==> src/rtl/sic_exec_alu_mc_if.sv <==
// ---------------------------------------------------------------------------
// sic_exec_alu_mc_if
// Bundles every non-clock/reset signal of sic_exec_alu_mc.
//   slave  : the execution unit side (sic_exec_alu_mc)
//   master : the surrounding pipeline / ALU / ECR file side
// Groups: packet handshake (pkt_*), operand readiness (rs_*/rt_*), ALU lock
// and request/answer (alu_*), ECR read/write (ecr_*), GPR writeback (wb_*),
// status and statistics (busy, retired_cnt, aborted_cnt).
// ---------------------------------------------------------------------------
interface sic_exec_alu_mc_if #(
    parameter int DATA_W  = 32,
    parameter int ID_W    = 4,
    parameter int NUM_ECR = 4,
    parameter int CNT_W   = 16
);
    localparam int ECR_AW = $clog2(NUM_ECR);

    logic              pkt_valid;
    logic              pkt_ready;
    logic [ID_W-1:0]   pkt_issue_id;
    logic [ECR_AW-1:0] pkt_dep_ecr;
    logic [ECR_AW-1:0] pkt_set_ecr;
    logic              pkt_pred_taken;
    logic              pkt_write_gpr;
    logic              pkt_write_ecr;
    logic              pkt_b_is_imm;
    logic [DATA_W-1:0] pkt_imm;
    logic [3:0]        pkt_alu_op;
    logic [1:0]        pkt_cond;

    logic              rs_valid;
    logic              rt_valid;
    logic [DATA_W-1:0] rs_data;
    logic [DATA_W-1:0] rt_data;

    logic              alu_lock_req;
    logic [ID_W-1:0]   alu_lock_id;
    logic              alu_grant;
    logic              alu_release;
    logic              alu_req_valid;
    logic [3:0]        alu_op;
    logic [DATA_W-1:0] alu_a;
    logic [DATA_W-1:0] alu_b;
    logic              alu_ans_valid;
    logic [DATA_W-1:0] alu_c;
    logic              alu_zero;
    logic              alu_neg;

    logic              ecr_rd_en;
    logic [ECR_AW-1:0] ecr_rd_addr;
    logic [1:0]        ecr_rd_data;
    logic              ecr_wen;
    logic [ECR_AW-1:0] ecr_waddr;
    logic [1:0]        ecr_wdata;

    logic              wb_commit;
    logic [DATA_W-1:0] wb_data;
    logic              busy;
    logic [CNT_W-1:0]  retired_cnt;
    logic [CNT_W-1:0]  aborted_cnt;

    modport slave (
        input  pkt_valid, pkt_issue_id, pkt_dep_ecr, pkt_set_ecr, pkt_pred_taken,
               pkt_write_gpr, pkt_write_ecr, pkt_b_is_imm, pkt_imm, pkt_alu_op, pkt_cond,
               rs_valid, rt_valid, rs_data, rt_data,
               alu_grant, alu_ans_valid, alu_c, alu_zero, alu_neg, ecr_rd_data,
        output pkt_ready, alu_lock_req, alu_lock_id, alu_release, alu_req_valid,
               alu_op, alu_a, alu_b, ecr_rd_en, ecr_rd_addr, ecr_wen, ecr_waddr,
               ecr_wdata, wb_commit, wb_data, busy, retired_cnt, aborted_cnt
    );

    modport master (
        output pkt_valid, pkt_issue_id, pkt_dep_ecr, pkt_set_ecr, pkt_pred_taken,
               pkt_write_gpr, pkt_write_ecr, pkt_b_is_imm, pkt_imm, pkt_alu_op, pkt_cond,
               rs_valid, rt_valid, rs_data, rt_data,
               alu_grant, alu_ans_valid, alu_c, alu_zero, alu_neg, ecr_rd_data,
        input  pkt_ready, alu_lock_req, alu_lock_id, alu_release, alu_req_valid,
               alu_op, alu_a, alu_b, ecr_rd_en, ecr_rd_addr, ecr_wen, ecr_waddr,
               ecr_wdata, wb_commit, wb_data, busy, retired_cnt, aborted_cnt
    );
endinterface

==> src/rtl/sic_exec_alu_mc.sv <==
// ---------------------------------------------------------------------------
// sic_exec_alu_mc
// Multi-cycle ALU execution unit: accepts one packet, locks the shared ALU,
// waits for operands, launches the ALU, waits for its variable-latency answer,
// waits for the dependency ECR to resolve, then commits the GPR result and/or
// a branch-resolution ECR value and releases the lock. An ECR value of 2'b10
// seen on the dependency read aborts the packet from any active state.
// Ports:
//   clk   : clock
//   rst_n : asynchronous active-low reset
//   bus   : sic_exec_alu_mc_if.slave (packet, operands, ALU, ECR, writeback,
//           status/statistics)
// ---------------------------------------------------------------------------
module sic_exec_alu_mc #(
    parameter int DATA_W  = 32,
    parameter int ID_W    = 4,
    parameter int NUM_ECR = 4,
    parameter int CNT_W   = 16
) (
    input  logic                clk,
    input  logic                rst_n,
    sic_exec_alu_mc_if.slave    bus
);
    localparam int ECR_AW = $clog2(NUM_ECR);

    typedef enum logic [2:0] {
        IDLE, REQ_LOCKS, ISSUE, WAIT_ALU, CHECK_ECR, COMMIT, RELEASE
    } state_t;

    state_t            state_q, state_d;
    logic [ID_W-1:0]   id_q;
    logic [ECR_AW-1:0] dep_q, set_q;
    logic              pred_q, wgpr_q, wecr_q, bimm_q;
    logic [DATA_W-1:0] imm_q;
    logic [3:0]        op_q;
    logic [1:0]        cond_q;
    logic [DATA_W-1:0] a_q, b_q, c_q;
    logic              zero_q, neg_q;
    logic              granted_q;
    logic [CNT_W-1:0]  ret_q, abt_q;

    logic abort, operands_ok, commit_fire, taken;

    always_comb begin
        // ecr_rd_en is high in every non-IDLE state, so abort needs only the state check
        abort       = (state_q != IDLE) && (state_q != RELEASE) && (bus.ecr_rd_data == 2'b10);
        operands_ok = bus.alu_grant && bus.rs_valid && (bimm_q || bus.rt_valid);
        commit_fire = (state_q == COMMIT) && !abort;
        case (cond_q)
            2'd0:    taken = zero_q;
            2'd1:    taken = !zero_q;
            2'd2:    taken = neg_q;
            default: taken = !neg_q;
        endcase

        state_d = state_q;
        case (state_q)
            IDLE:      if (bus.pkt_valid) state_d = REQ_LOCKS;
            REQ_LOCKS: if (operands_ok) state_d = ISSUE;
            ISSUE:     state_d = WAIT_ALU;
            WAIT_ALU:  if (bus.alu_ans_valid) state_d = CHECK_ECR;
            CHECK_ECR: if (bus.ecr_rd_data == 2'b01) state_d = COMMIT;
            COMMIT:    state_d = RELEASE;
            RELEASE:   state_d = IDLE;
            default:   state_d = IDLE;
        endcase
        if (abort) state_d = RELEASE;
    end

    always_ff @(posedge clk or negedge rst_n) begin
        if (!rst_n) begin
            state_q   <= IDLE;
            id_q      <= '0;
            dep_q     <= '0;
            set_q     <= '0;
            pred_q    <= 1'b0;
            wgpr_q    <= 1'b0;
            wecr_q    <= 1'b0;
            bimm_q    <= 1'b0;
            imm_q     <= '0;
            op_q      <= '0;
            cond_q    <= '0;
            a_q       <= '0;
            b_q       <= '0;
            c_q       <= '0;
            zero_q    <= 1'b0;
            neg_q     <= 1'b0;
            granted_q <= 1'b0;
            ret_q     <= '0;
            abt_q     <= '0;
        end else begin
            state_q <= state_d;
            if (state_q == IDLE && bus.pkt_valid) begin
                id_q   <= bus.pkt_issue_id;
                dep_q  <= bus.pkt_dep_ecr;
                set_q  <= bus.pkt_set_ecr;
                pred_q <= bus.pkt_pred_taken;
                wgpr_q <= bus.pkt_write_gpr;
                wecr_q <= bus.pkt_write_ecr;
                bimm_q <= bus.pkt_b_is_imm;
                imm_q  <= bus.pkt_imm;
                op_q   <= bus.pkt_alu_op;
                cond_q <= bus.pkt_cond;
            end
            // Lock ownership is recorded only on a real REQ_LOCKS exit, so an
            // abort before grant reaches RELEASE without a release pulse.
            if (state_q == REQ_LOCKS && state_d == ISSUE) granted_q <= 1'b1;
            if (state_q == RELEASE) granted_q <= 1'b0;
            if (state_q == ISSUE) begin
                a_q <= bus.rs_data;
                b_q <= bimm_q ? imm_q : bus.rt_data;
            end
            if (state_q == WAIT_ALU && bus.alu_ans_valid) begin
                c_q    <= bus.alu_c;
                zero_q <= bus.alu_zero;
                neg_q  <= bus.alu_neg;
            end
            if (commit_fire) ret_q <= ret_q + 1'b1;
            if (abort)       abt_q <= abt_q + 1'b1;
        end
    end

    // Operands are presented live in the launch cycle and held from registers after it.
    assign bus.alu_a         = (state_q == ISSUE) ? bus.rs_data : a_q;
    assign bus.alu_b         = (state_q == ISSUE) ? (bimm_q ? imm_q : bus.rt_data) : b_q;
    assign bus.alu_op        = op_q;
    assign bus.alu_req_valid = (state_q == ISSUE);
    assign bus.alu_lock_req  = (state_q == REQ_LOCKS) || (state_q == ISSUE) ||
                               (state_q == WAIT_ALU) || (state_q == CHECK_ECR) ||
                               (state_q == COMMIT);
    assign bus.alu_lock_id   = id_q;
    assign bus.alu_release   = (state_q == RELEASE) && granted_q;
    assign bus.pkt_ready     = (state_q == IDLE);
    assign bus.busy          = (state_q != IDLE);
    assign bus.ecr_rd_en     = (state_q != IDLE);
    assign bus.ecr_rd_addr   = dep_q;
    assign bus.ecr_wen       = commit_fire && wecr_q;
    assign bus.ecr_waddr     = set_q;
    assign bus.ecr_wdata     = (commit_fire && wecr_q) ? ((taken == pred_q) ? 2'b01 : 2'b10) : 2'b00;
    assign bus.wb_commit     = commit_fire && wgpr_q;
    assign bus.wb_data       = c_q;
    assign bus.retired_cnt   = ret_q;
    assign bus.aborted_cnt   = abt_q;
endmodule

==> src/flat_wrapper.sv <==
// flat-port wrapper written by rule: the top's interface ports become plain ports
module sic_exec_alu_mc_flat 
#(
    parameter int DATA_W  = 32,
    parameter int ID_W    = 4,
    parameter int NUM_ECR = 4,
    parameter int CNT_W   = 16
)
  (clk, rst_n, bus_pkt_valid, bus_pkt_issue_id, bus_pkt_dep_ecr, bus_pkt_set_ecr, bus_pkt_pred_taken, bus_pkt_write_gpr, bus_pkt_write_ecr, bus_pkt_b_is_imm, bus_pkt_imm, bus_pkt_alu_op, bus_pkt_cond, bus_rs_valid, bus_rt_valid, bus_rs_data, bus_rt_data, bus_alu_grant, bus_alu_ans_valid, bus_alu_c, bus_alu_zero, bus_alu_neg, bus_ecr_rd_data, bus_pkt_ready, bus_alu_lock_req, bus_alu_lock_id, bus_alu_release, bus_alu_req_valid, bus_alu_op, bus_alu_a, bus_alu_b, bus_ecr_rd_en, bus_ecr_rd_addr, bus_ecr_wen, bus_ecr_waddr, bus_ecr_wdata, bus_wb_commit, bus_wb_data, bus_busy, bus_retired_cnt, bus_aborted_cnt);
  sic_exec_alu_mc_if #(.DATA_W(DATA_W), .ID_W(ID_W), .NUM_ECR(NUM_ECR), .CNT_W(CNT_W)) bus_i ();
  input  logic clk;
  input  logic rst_n;
  input wire logic [$bits(bus_i.pkt_valid)-1:0] bus_pkt_valid;
  input wire logic [$bits(bus_i.pkt_issue_id)-1:0] bus_pkt_issue_id;
  input wire logic [$bits(bus_i.pkt_dep_ecr)-1:0] bus_pkt_dep_ecr;
  input wire logic [$bits(bus_i.pkt_set_ecr)-1:0] bus_pkt_set_ecr;
  input wire logic [$bits(bus_i.pkt_pred_taken)-1:0] bus_pkt_pred_taken;
  input wire logic [$bits(bus_i.pkt_write_gpr)-1:0] bus_pkt_write_gpr;
  input wire logic [$bits(bus_i.pkt_write_ecr)-1:0] bus_pkt_write_ecr;
  input wire logic [$bits(bus_i.pkt_b_is_imm)-1:0] bus_pkt_b_is_imm;
  input wire logic [$bits(bus_i.pkt_imm)-1:0] bus_pkt_imm;
  input wire logic [$bits(bus_i.pkt_alu_op)-1:0] bus_pkt_alu_op;
  input wire logic [$bits(bus_i.pkt_cond)-1:0] bus_pkt_cond;
  input wire logic [$bits(bus_i.rs_valid)-1:0] bus_rs_valid;
  input wire logic [$bits(bus_i.rt_valid)-1:0] bus_rt_valid;
  input wire logic [$bits(bus_i.rs_data)-1:0] bus_rs_data;
  input wire logic [$bits(bus_i.rt_data)-1:0] bus_rt_data;
  input wire logic [$bits(bus_i.alu_grant)-1:0] bus_alu_grant;
  input wire logic [$bits(bus_i.alu_ans_valid)-1:0] bus_alu_ans_valid;
  input wire logic [$bits(bus_i.alu_c)-1:0] bus_alu_c;
  input wire logic [$bits(bus_i.alu_zero)-1:0] bus_alu_zero;
  input wire logic [$bits(bus_i.alu_neg)-1:0] bus_alu_neg;
  input wire logic [$bits(bus_i.ecr_rd_data)-1:0] bus_ecr_rd_data;
  output wire logic [$bits(bus_i.pkt_ready)-1:0] bus_pkt_ready;
  output wire logic [$bits(bus_i.alu_lock_req)-1:0] bus_alu_lock_req;
  output wire logic [$bits(bus_i.alu_lock_id)-1:0] bus_alu_lock_id;
  output wire logic [$bits(bus_i.alu_release)-1:0] bus_alu_release;
  output wire logic [$bits(bus_i.alu_req_valid)-1:0] bus_alu_req_valid;
  output wire logic [$bits(bus_i.alu_op)-1:0] bus_alu_op;
  output wire logic [$bits(bus_i.alu_a)-1:0] bus_alu_a;
  output wire logic [$bits(bus_i.alu_b)-1:0] bus_alu_b;
  output wire logic [$bits(bus_i.ecr_rd_en)-1:0] bus_ecr_rd_en;
  output wire logic [$bits(bus_i.ecr_rd_addr)-1:0] bus_ecr_rd_addr;
  output wire logic [$bits(bus_i.ecr_wen)-1:0] bus_ecr_wen;
  output wire logic [$bits(bus_i.ecr_waddr)-1:0] bus_ecr_waddr;
  output wire logic [$bits(bus_i.ecr_wdata)-1:0] bus_ecr_wdata;
  output wire logic [$bits(bus_i.wb_commit)-1:0] bus_wb_commit;
  output wire logic [$bits(bus_i.wb_data)-1:0] bus_wb_data;
  output wire logic [$bits(bus_i.busy)-1:0] bus_busy;
  output wire logic [$bits(bus_i.retired_cnt)-1:0] bus_retired_cnt;
  output wire logic [$bits(bus_i.aborted_cnt)-1:0] bus_aborted_cnt;
  assign bus_i.pkt_valid = bus_pkt_valid;
  assign bus_i.pkt_issue_id = bus_pkt_issue_id;
  assign bus_i.pkt_dep_ecr = bus_pkt_dep_ecr;
  assign bus_i.pkt_set_ecr = bus_pkt_set_ecr;
  assign bus_i.pkt_pred_taken = bus_pkt_pred_taken;
  assign bus_i.pkt_write_gpr = bus_pkt_write_gpr;
  assign bus_i.pkt_write_ecr = bus_pkt_write_ecr;
  assign bus_i.pkt_b_is_imm = bus_pkt_b_is_imm;
  assign bus_i.pkt_imm = bus_pkt_imm;
  assign bus_i.pkt_alu_op = bus_pkt_alu_op;
  assign bus_i.pkt_cond = bus_pkt_cond;
  assign bus_i.rs_valid = bus_rs_valid;
  assign bus_i.rt_valid = bus_rt_valid;
  assign bus_i.rs_data = bus_rs_data;
  assign bus_i.rt_data = bus_rt_data;
  assign bus_i.alu_grant = bus_alu_grant;
  assign bus_i.alu_ans_valid = bus_alu_ans_valid;
  assign bus_i.alu_c = bus_alu_c;
  assign bus_i.alu_zero = bus_alu_zero;
  assign bus_i.alu_neg = bus_alu_neg;
  assign bus_i.ecr_rd_data = bus_ecr_rd_data;
  assign bus_pkt_ready = bus_i.pkt_ready;
  assign bus_alu_lock_req = bus_i.alu_lock_req;
  assign bus_alu_lock_id = bus_i.alu_lock_id;
  assign bus_alu_release = bus_i.alu_release;
  assign bus_alu_req_valid = bus_i.alu_req_valid;
  assign bus_alu_op = bus_i.alu_op;
  assign bus_alu_a = bus_i.alu_a;
  assign bus_alu_b = bus_i.alu_b;
  assign bus_ecr_rd_en = bus_i.ecr_rd_en;
  assign bus_ecr_rd_addr = bus_i.ecr_rd_addr;
  assign bus_ecr_wen = bus_i.ecr_wen;
  assign bus_ecr_waddr = bus_i.ecr_waddr;
  assign bus_ecr_wdata = bus_i.ecr_wdata;
  assign bus_wb_commit = bus_i.wb_commit;
  assign bus_wb_data = bus_i.wb_data;
  assign bus_busy = bus_i.busy;
  assign bus_retired_cnt = bus_i.retired_cnt;
  assign bus_aborted_cnt = bus_i.aborted_cnt;
  sic_exec_alu_mc #(.DATA_W(DATA_W), .ID_W(ID_W), .NUM_ECR(NUM_ECR), .CNT_W(CNT_W)) u_core (.clk(clk), .rst_n(rst_n), .bus(bus_i));
endmodule
==> config.mk <==
export PLATFORM = sky130hd
export DESIGN_NAME = sic_exec_alu_mc_flat
export DESIGN_NICKNAME = d
export VERILOG_FILES = /design/src/rtl/sic_exec_alu_mc_if.sv /design/src/rtl/sic_exec_alu_mc.sv /design/src/flat_wrapper.sv
export SDC_FILE = /design/constraint.sdc
export NUM_CORES = 1
export LEC_CHECK = 0
export ABC_AREA = 1
export CAP_MARGIN = 40
export CORE_AREA = 2 2 133 135
export DETAILED_ROUTE_END_ITERATION = 8
export DIE_AREA = 0 0 135 137
export GPL_TIMING_DRIVEN = 0
export MAX_ROUTING_LAYER = met4
export PLACE_DENSITY = 0.93
export REMOVE_ABC_BUFFERS = 1
export SLEW_MARGIN = 15
export SYNTH_ARGS = -nofsm -noshare
export SYNTH_HDL_FRONTEND = slang
export SYNTH_SLANG_ARGS = --single-unit
export TNS_END_PERCENT = 5
==> constraint.sdc <==
create_clock -name clk -period 4.2 [get_ports clk]
set_input_delay 0.42 -clock clk [delete_from_list [all_inputs] [get_ports clk]]
set_output_delay 0.42 -clock clk [all_outputs]
set_load 0.01 [all_outputs]
Word-level counts from Yosys, hierarchy flattened
Index checks and enable logic that the tools add are counted.
{"block": "classes", "add_sub_neg": 2, "eq_ne": 13, "muxes": 14, "reduce_logical": 23}
{"operator": "32-bit two-way mux", "n": 3}
{"operator": "16-bit by 1-bit adder with 16-bit output (second input constant)", "n": 2}
{"operator": "3-bit case mux with 6 select lines", "n": 1}
{"operator": "3-bit two-way mux", "n": 5}
{"operator": "1-bit logical AND", "n": 11}
{"operator": "3-bit by 2-bit == test with 1-bit output (second input constant)", "n": 3}
{"operator": "3-bit == test (second input constant)", "n": 3}
{"operator": "1-bit logical OR", "n": 5}
{"operator": "2-bit by 1-bit == test with 1-bit output (second input constant)", "n": 2}
{"operator": "2-bit == test (second input constant)", "n": 2}
{"operator": "2-bit two-way mux", "n": 2}
{"operator": "3-bit by 1-bit == test with 1-bit output (second input constant)", "n": 1}
{"operator": "1-bit logical NOT", "n": 3}
{"operator": "3-bit logical NOT", "n": 1}
{"operator": "3-bit inequality test (second input constant)", "n": 1}
{"operator": "1-bit case mux with 3 select lines", "n": 1}
{"operator": "3-bit nonzero test", "n": 1}
{"operator": "2-bit logical NOT", "n": 1}
{"operator": "1-bit two-way mux", "n": 2}
{"operator": "2-bit nonzero test", "n": 1}
{"operator": "1-bit == test", "n": 1}
{"block": "word_totals", "register_bits": 184, "output_inout_bits": 150, "wordCells": 71, "in_bits": 157}

Logic depth before layout (Yosys ltp)
Gate-level depths: netlist of run 1.
{"block": "depth", "word_depth": 9, "ltp_mapped": 10, "ltp_nobuf": 8}

Least setup slack after synthesis of run 1
No wires, ideal clock.
{"block": "synth_path", "path_kind": "register -> output", "startpoint": "register u_core.state_q[2]", "endpoint": "output bus_alu_b[10]", "path_buffers": 1, "required_time_ps": 3780, "path_stages_with_launch": 7, "arrival_time_ps": 1336, "path_slack_ps": 2444, "path_cell_list": "dfrtp_1 -> inv_2 -> nand2_2 -> nor2_4 -> inv_2 -> clkbuf_1 -> o21ai_0"}
{"block": "synth_via", "elab_chain_len": 2}
{"item": "from (decl)", "line_no": "sic_exec_alu_mc.sv:30", "rtl": "state_t state_q, state_d;"}
{"item": "from (signal assigned)", "line_no": "sic_exec_alu_mc.sv:92", "rtl": "state_q <= state_d;"}
{"item": "3-bit by 2-bit == test with 1-bit output", "line_no": "sic_exec_alu_mc.sv:125", "rtl": "assign bus.alu_b = (state_q == ISSUE) ? (bimm_q ? imm_q : bus.rt_data) : b_q;"}
{"item": "32-bit two-way mux", "line_no": "sic_exec_alu_mc.sv:125"}
{"item": "to (decl)", "line_no": "flat_wrapper.sv:41", "rtl": "output wire logic [$bits(bus_i.alu_b)-1:0] bus_alu_b;"}
No other way between the ends.

Worst setup path after layout of run 1
{"block": "layout_path", "startpoint": "register u_core.state_q[1]", "endpoint": "output bus_alu_b[5]"}
Same word-level chain as after synthesis.

==> results of run 1 <==
-- routing by layer --
| layer | track usage (%) | wire [µm] | share of wire [%] |
|---|---|---|---|
| met4 | 9.32 | 615 | 2.8 |
| met3 | 5.07 | 1090 | 5.0 |
| met1 | 28.5 | 8610 | 39 |
| met2 | 43.3 | 11800 | 53 |
| met5 | - | 0 | 0 |
-- area by class of cell --
type                            count  area [µm²]
Clock buffer                       20         457
Clock inverter                     12         188
Sequential cell                   184        4610
Inverter                           67         254
Multi-Input combinational cell    544        2800
Fill cell                        1276        5280
Timing Repair Buffer              312        3190
Tap cell                          225         282
-- registers in the layout, indices dropped and copies added, names as in the netlist --
name / flops
u_core.cond_q: 2
u_core.bimm_q: 1
u_core.b_q: 32
u_core.bus.retired_cnt: 16
u_core.bus.aborted_cnt: 16
u_core.bus.ecr_waddr: 2
u_core.imm_q: 32
u_core.wecr_q: 1
u_core.bus.ecr_rd_addr: 2
u_core.state_q: 3
u_core.granted_q: 1
u_core.bus.alu_op: 4
u_core.wgpr_q: 1
u_core.a_q: 32
u_core.bus.alu_lock_id: 4
u_core.neg_q: 1
u_core.zero_q: 1
u_core.pred_q: 1
u_core.bus.wb_data: 32
-- tightest hold or removal path, delay by kind of cell (launching register included) --
kind,cells,cell delay (ns)
AND/OR/NAND/NOR,2,0.12
flip-flops,1,0.32
-- layout by cell type, fill, tap and decap left out, types with 2 or more instances in the layout --
| cell | instances |
|---|---|
| nor2_1 | 39 |
| nand3b_1 | 6 |
| inv_1 | 63 |
| buf_16 | 2 |
| buf_12 | 3 |
| clkinv_4 | 3 |
| inv_2 | 3 |
| nor3_1 | 3 |
| xnor2_1 | 11 |
| mux2_1 | 7 |
| xor2_1 | 8 |
| o21ai_0 | 95 |
| bufinv_16 | 4 |
| nand4_1 | 4 |
| clkdlybuf4s50_1 | 305 |
| nor2_2 | 2 |
| nand2_2 | 2 |
| inv_6 | 2 |
| ha_1 | 2 |
| a21oi_1 | 2 |
| mux2_2 | 42 |
| dfrtp_1 | 183 |
| clkbuf_16 | 17 |
| nand3_1 | 15 |
| nand2_1 | 288 |
| nor2_4 | 5 |
| o21ai_1 | 8 |
| nand3_4 | 2 |
| clkbuf_8 | 2 |
-- report_power, final --
part	internal, mW	switching, mW	leakage, nW	total, mW
combinational	2.01	1.95	2.70	3.96
clock	1.04	0.699	0.313	1.74
sequential	2.54	0.400	2.29	2.94
-- cell usage after synthesis --
master,n
nand2_1,288
nor2_4,5
o21ai_0,95
xor2_1,8
a21oi_1,2
buf_4,9
nand2_2,2
dfrtp_1,184
inv_1,63
nor3_1,3
nand2_4,1
o21ai_1,8
buf_6,4
nor2_2,2
xnor2_1,11
nand4_1,4
clkbuf_1,11
o311ai_0,1
buf_1,3
nand3b_1,6
ha_1,2
nor2_1,39
nand3_1,15
o211ai_1,1
nand3_4,2
buf_2,10
inv_2,4
mux2_1,7
mux2_2,42
-- what timing repair did --
item,CTS,global route
setup endpoints to repair,0,0
endpoints found under the hold margin,2,0
hold buffers,1,0
-- final timing paths --
check                            endpoint         startpoint  depth (start not counted)
setup / recovery             bus_alu_b[5]  u_core.state_q[1]                          6
hold / removal              u_core.a_q[2]      u_core.a_q[2]                          2
setup reg to reg            u_core.b_q[5]  u_core.state_q[1]                          5
hold reg to reg             u_core.a_q[2]      u_core.a_q[2]                          2
max in group asynchronous  u_core.a_q[22]              rst_n                          3
min in group asynchronous  u_core.b_q[31]              rst_n                          2
-- stage by stage --
stage               setup TNS [ns]  power, mW  setup slack (ns)  std cells
global placement           -894.97       6.65             -4.89       1326
detailed placement               0       6.91             0.773       1331
floorplan                        0       4.63              1.67        795
global route                     0       9.16             0.149       1364
finish                           0       8.64             0.292       1364
CTS                              0       8.70             0.315       1364
-- logic make-up after synthesis --
group	count (synthesis)	synth area share, %
compound gates	107	6.88
xor+xnor	19	2.11
fa+ha+maj	2	0.318
buf+inv	104	5.93
flops	184	58.5
mux	49	7.01
simple gates	367	19.2
==> reports/results.ini, run 1 <==
[run_status]
outcome = finished clean

[routing]
drc_errors = 0
vias = 6690
firstDrtPassIters = 4
final_antenna_net_count = 0
wl_per_cell_um = 16.2
via_per_inst = 4.90
drt_iter0_drc = 238
wl_um = 22100

[logic_synthesis]
ys_ff_latch = 184
synthTopCellsByArea = dfrtp_1 (58%), nand2_1 (14%), o21ai_0 (6.0%)
synth_top_area_cell = dfrtp_1
seq_area_frac_synth_pct = 58.5
synth_area_um2 = 7870
ys.warnings.count = 0
synth_cell_types = 29
synth_cells = 832
syn_area_per_cell_um2 = 9.46
synthDominantCellAreaShare_pct = 58.5

[cells_and_area]
drive_gt1_share_pct = 8.43
syn_to_final_growth_pct = 49.6
final_core_util_pct = 69.1
finalInstanceArea_um2 = 11800
nets = 1285
n_antenna_cell = 0

[worst_setup_path]
crit_required_ns = 3.78
path_cells = nand2_2 -> nor2_4 -> inv_4 -> buf_12 -> o21ai_0 -> clkdlybuf4s50_1
rrSetupSlack_ns = 1.61
crit_buf_inv = 3
path_max_fanout = 52
slowest_delay_ns = 0.68
path_delay_family = buffers and inverters
critical_path_arrival_ns = 3.49
start_kind = register
cpMaxStageDelayCell = nor2_4
path_class = register to output port
end_kind = output port

[grt]
grt_pass1_vias = 7028
track_usage_pct = 24.9
grt_first_pass_wirelength_um = 34700
antenna_found_initial = 0
overflow = 0
grt_max_degree = 103

[clocking]
cts_root_buffer = clkbuf_16
cts_setup_buffers = 0
cts-resized-gates = 0
clk_latency_ns = 0.42
clockBufferDepth = 2
cts_tree = done
cts_max_level = 4
clkTransAtPathRegs_ns = 0.07
numCtsBuffers = 17
cts.sinks = 184

[sta]
hold_ws_ns = 0.471
max_freq_mhz = 256
drv_slew = 0
slew_headroom_pct = 41.6
period_minus_slack_ns = 3.91
final-hold-violation-count = 0
final.period_utilization_pct = 93.1
setup_viol = 0
skew_ns = 0.0150
rsz0062_at_grt = false
tightestPinTransition_ns = 0.874

[floorplan]
die_w_um = 135
io_pins = 307
fp.coreArea_um2 = 17100
die_y_um = 137
die-area_um2 = 18500
rows = 48
start_util_pct = 46.1

[power]
vdd_drop_max_v = 0.000462
pwr_density_cell_nw_per_um2 = 733
leakage_nw = 5.30

[place]
dp_hpwl_um = 16300
gp_congestion = 0.817
port-buffer-count = 306
placed_area_um2 = 11100

[min_path]
hold_path.class = register to register

[run]
maxCapViolations = 0

(Power assumes the default switching activity.)
==> run 2, diff against run 1 <==
--- a/config.mk
+++ b/config.mk
@@ -8,6 +8,7 @@
 export ABC_AREA = 1
 export CAP_MARGIN = 40
 export CORE_AREA = 2 2 133 135
+export CTS_CLUSTER_DIAMETER = 150
 export DETAILED_ROUTE_END_ITERATION = 8
 export DIE_AREA = 0 0 135 137
 export GPL_TIMING_DRIVEN = 0
==> results of run 2 <==
Final layout, timing and power as in run 1 (identical DEF).
